[config.mk]
export PLATFORM = sky130hd
export DESIGN_NAME = multi_tone_oscillator
export DESIGN_NICKNAME = d
export VERILOG_FILES = /design/src/rtl/multi_tone_oscillator.sv
export SDC_FILE = /design/constraint.sdc
export NUM_CORES = 1
export LEC_CHECK = 0
export BUFFER_PORTS_ARGS = -buffer_cell sky130_fd_sc_hd__buf_4
export CORE_AREA = 10 10 225 174
export CTS_BUF_LIST = sky130_fd_sc_hd__clkbuf_16
export CTS_CLUSTER_DIAMETER = 80
export DETAILED_ROUTE_END_ITERATION = 8
export DIE_AREA = 0 0 235 184
export PLACE_DENSITY_LB_ADDON = 0.08
export SYNTH_ARGS = -nofsm -noshare
export SYNTH_HDL_FRONTEND = slang
export SYNTH_SLANG_ARGS = --single-unit
[constraint.sdc]
create_clock -name clk -period 9.2 [get_ports clk]
set_clock_uncertainty 0.2 [all_clocks]
set_input_delay 1.84 -clock clk [delete_from_list [all_inputs] [get_ports clk]]
set_output_delay 1.84 -clock clk [all_outputs]
set_load 0.01 [all_outputs]
[src/rtl/multi_tone_oscillator.sv]
// Multi-channel square-wave tone generator with timed notes, rests and sustain.
// Define MULTI_TONE_MIX_REG_EN to register the mixer output (one-cycle lag).
module multi_tone_oscillator #(
   parameter  int NCH   = 4,
   parameter  int WIDTH = 16,
   parameter  int DUR_W = 12,
   localparam int CW    = (NCH > 1) ? $clog2(NCH) : 1,
   localparam int MW    = $clog2(NCH + 1)
) (
   input  logic             clk,
   input  logic             rst,
   input  logic [NCH-1:0]   chEnable,
   input  logic             load,
   input  logic [CW-1:0]    loadCh,
   input  logic [WIDTH-1:0] loadPeriod,
   input  logic [DUR_W-1:0] loadDuration,
   input  logic             tick,
   output logic [NCH-1:0]   toneOut,
   output logic [NCH-1:0]   busy,
   output logic [NCH-1:0]   done,
   output logic [MW-1:0]    mixOut
);

   typedef enum logic {
      IDLE = 1'b0,
      RUN  = 1'b1
   } state_e;

   localparam logic [WIDTH-1:0] P_ONE = WIDTH'(1);
   localparam logic [DUR_W-1:0] D_ONE = DUR_W'(1);

   state_e           state_q  [NCH];
   state_e           state_d  [NCH];
   logic [WIDTH-1:0] period_q [NCH];
   logic [WIDTH-1:0] period_d [NCH];
   logic [WIDTH-1:0] count_q  [NCH];
   logic [WIDTH-1:0] count_d  [NCH];
   logic [DUR_W-1:0] dur_q    [NCH];
   logic [DUR_W-1:0] dur_d    [NCH];
   logic [NCH-1:0]   tone_q;
   logic [NCH-1:0]   tone_d;
   logic [NCH-1:0]   done_q;
   logic [NCH-1:0]   done_d;
   logic [NCH-1:0]   load_hit;
   logic [MW-1:0]    pop;

   // An out-of-range loadCh simply matches no channel.
   always_comb begin
      load_hit = '0;
      for (int c = 0; c < NCH; c++) begin
         load_hit[c] = load && (int'(loadCh) == c);
      end
   end

   always_comb begin
      for (int c = 0; c < NCH; c++) begin
         state_d[c]  = state_q[c];
         period_d[c] = period_q[c];
         count_d[c]  = count_q[c];
         dur_d[c]    = dur_q[c];
         tone_d[c]   = tone_q[c];
         done_d[c]   = 1'b0;
         // Priority: disable, then load, then expiry, then phase.
         if (!chEnable[c]) begin
            state_d[c] = IDLE;
            count_d[c] = '0;
            tone_d[c]  = 1'b0;
         end else if (load_hit[c]) begin
            state_d[c]  = RUN;
            period_d[c] = loadPeriod;
            dur_d[c]    = loadDuration;
            count_d[c]  = '0;
            tone_d[c]   = 1'b0;
         end else if (state_q[c] == RUN) begin
            if (tick && dur_q[c] != '0) begin
               dur_d[c] = dur_q[c] - D_ONE;
            end
            if (tick && dur_q[c] == D_ONE) begin
               state_d[c] = IDLE;
               count_d[c] = '0;
               tone_d[c]  = 1'b0;
               done_d[c]  = 1'b1;
            end else if (period_q[c] == '0) begin
               count_d[c] = '0;
               tone_d[c]  = 1'b0;
            end else if (count_q[c] == period_q[c] - P_ONE) begin
               count_d[c] = '0;
               tone_d[c]  = ~tone_q[c];
            end else begin
               count_d[c] = count_q[c] + P_ONE;
            end
         end
      end
   end

   always_ff @(posedge clk or posedge rst) begin
      if (rst) begin
         for (int c = 0; c < NCH; c++) begin
            state_q[c]  <= IDLE;
            period_q[c] <= '0;
            count_q[c]  <= '0;
            dur_q[c]    <= '0;
         end
         tone_q <= '0;
         done_q <= '0;
      end else begin
         for (int c = 0; c < NCH; c++) begin
            state_q[c]  <= state_d[c];
            period_q[c] <= period_d[c];
            count_q[c]  <= count_d[c];
            dur_q[c]    <= dur_d[c];
         end
         tone_q <= tone_d;
         done_q <= done_d;
      end
   end

   always_comb begin
      pop = '0;
      for (int c = 0; c < NCH; c++) begin
         pop = pop + MW'(tone_q[c]);
      end
   end

   always_comb begin
      for (int c = 0; c < NCH; c++) begin
         busy[c] = (state_q[c] == RUN);
      end
   end

   assign toneOut = tone_q;
   assign done    = done_q;

`ifdef MULTI_TONE_MIX_REG_EN
   logic [MW-1:0] mix_q;
   logic [MW-1:0] mix_d;

   always_comb mix_d = pop;

   always_ff @(posedge clk or posedge rst) begin
      if (rst) begin
         mix_q <= '0;
      end else begin
         mix_q <= mix_d;
      end
   end

   assign mixOut = mix_q;
`else
   assign mixOut = pop;
`endif

endmodule

==> impl_metrics.yaml <==
outcome:
  outcome: "finished clean"
sta:
  rsz0062_at_grt: "no"
  tns_ns: 0
  holdWs_ns: 0.305
  slew_headroom_pct: 22.7
  hold_violations: 0
  finalWorstSetupSlack_ns: 4.87
  clock.fmax_ghz: 0.231
  final_max_slew_viol_count: 0
  tightest_slew_ns: 1.16
  setup_viol: 0
  fin_crit_sh_pct: 47.1
  min_period_ns: 4.33
routing:
  wl_microns: 34700
  drc_errors: 0
  vias: 10200
  drt_first_pass_iters: 5
  ant_nets: 0
  initialDrtViolationCount: 887
  via_per_inst: 5.59
  post_drt_wl_per_cell_microns: 19.0
die:
  die_w_microns: 235
  die_y_microns: 184
  rows: 59
  die_area_sq_um: 43200
  start_util_pct: 34.8
  io_pins: 53
  fp.coreArea_sq_um: 34500
grt:
  grt_pass1_vias: 9399
  grt_first_pass_wirelength_microns: 55700
  antenna_found_initial: 0
  grt_max_degree: 112
  grt.total_usage_pct: 15.9
  grt_overflow: 0
logic_synthesis:
  avgSynthCellArea_sq_um: 8.84
  synth_cell_type_count: 75
  synth.largest_area_cell: "dfrtp_1"
  synth_top_area_share_pct: 39.2
  yosysWarnings: 0
  postSynthNetCount: 1415
  synthCells: 1358
  yosys_most_used_dff: "dfrtp_1"
  syn_area_sq_um: 12000
  synth_edf_count: 0
  ys_async_sr_fraction_pct: 100
  ys_seq_elements: 188
  yosys-top-cells-area: "dfrtp_1, mux2_2, o21ai_0"
  yosysSeqAreaShare_pct: 39.2
cts:
  cts_resized: 0
  clk_pin_slew_ns: 0.07
  clock_sinks: 188
  cts_tree: "done"
  h-tree-depth: 4
  clk_latency_ns: 0.46
  cts_made_buffers: 17
  holdBufCountCts: 0
  clock-root-buffer: "clkbuf_16"
  cts_setup_buffers: 0
  clockBufferDepth: 2
cells_and_area:
  final_common_cell: "dfrtp_1"
  syn_to_final_growth_pct: 10.9
  final_cell_mix: "dfrtp_1, nand2_1, o21ai_0"
  drive_above_1_share_pct: 13.6
  nets: 1416
  antennaDiodeCount: 0
  instances_no_fill: 1829
  final_util_pct: 38.6
setup_path:
  crit_arrival_ns: 2.29
  critPathKind: "flip-flop to output port"
  endpoint_kind: "output port"
  required_ns: 7.16
  r2r_setup_slack_ns: 5.52
  cp_max_fo: 5
  start_kind: "flip-flop"
placed_design:
  dp.final_hpwl_microns: 24800
  gp_congestion: 0.820
  dp_cells: 1797
  place_ws_ns: 4.57
  port_buffers: 52
power:
  power_density_nw_per_um2: 198
  irDropWorstVdd_mv: 0.130
  p_leak_uw: 0.00523
hold_path:
  hold_class: "flip-flop to flip-flop"
run:
  cap_viol_max_count: 0
-- path summary, 6_finish.rpt --
kind | end | cells after the start | from
setup / recovery | mixOut[1] | 6 | toneOut[0]
hold / removal | dur_q[25] | 2 | dur_q[25]
setup reg to reg | toneOut[2] | 9 | period_q[16]
hold reg to reg | dur_q[25] | 2 | dur_q[25]
max in group asynchronous | period_q[28] | 3 | rst
min in group asynchronous | dur_q[15] | 2 | rst
-- cell usage after synthesis (21+ instances only) --
master and instances:
dfrtp_1 188, nand2_1 107, o21ai_0 104, nor2_1 95, clkbuf_1 69, nand3_1 67
mux2_2 63, nor3_1 62, a21oi_1 56, xnor2_1 53, inv_1 44, a31oi_1 43
nor4_1 26, nand4b_1 21, xor2_1 21
-- stage by stage --
step	instance area (sq um)	power (uW)
global route	13300	2830
detailed placement	12700	1910
floorplan	12000	1710
finish	13300	2630
global placement	12700	1900
CTS	13300	2660
-- cell type report --
type,instances,area [sq um]
Fill cell,3486,21200
Sequential cell,188,4700
Clock inverter,15,130
Clock buffer,17,425
Timing Repair Buffer,62,465
Tap cell,457,572
Multi-Input combinational cell,1046,6840
Inverter,44,173
-- metal layers --
metal  vias up  routed length [microns]  track usage, %
li1       5046                        -               -
met1      4988                    18800            24.7
met2       168                    14400            22.3
met3        27                     1150            2.40
met4         0                      396            3.79
met5         -                        0               0
-- cell families (layout without fill, tap and decap cells) --
logic type,after synthesis,after routing,synth area share (%)
AOI/OAI and AO/OA,330,330,17.7
xor gates and xnor gates,74,74,5.40
adders and majority gates,19,19,2.04
buffers and inverters,124,138,3.98
DFF,188,188,39.2
muxes,77,77,7.08
and+or+nand+nor,546,546,24.6
-- flip-flops by register name (all words and copies together) (netlist names) --
register  count
toneOut       4
done          4
busy          4
dur_q        48
count_q      64
period_q     64
-- worst max-delay path, stage by stage, from the launching register on --
cell     delay (ns)
dfrtp_1        0.49
inv_1          0.11
fa_1           0.58
inv_1          0.05
ha_1           0.18
ha_1           0.29
buf_4          0.15
-- where the power goes --
group / leakage (uW) / internal, uW / total, uW / switching, uW
sequential: 0.00243 / 984 / 1210 / 223
clock: 0.000263 / 356 / 732 / 376
combinational: 0.00254 / 316 / 692 / 376
Power figures use the tool's default switching activity.
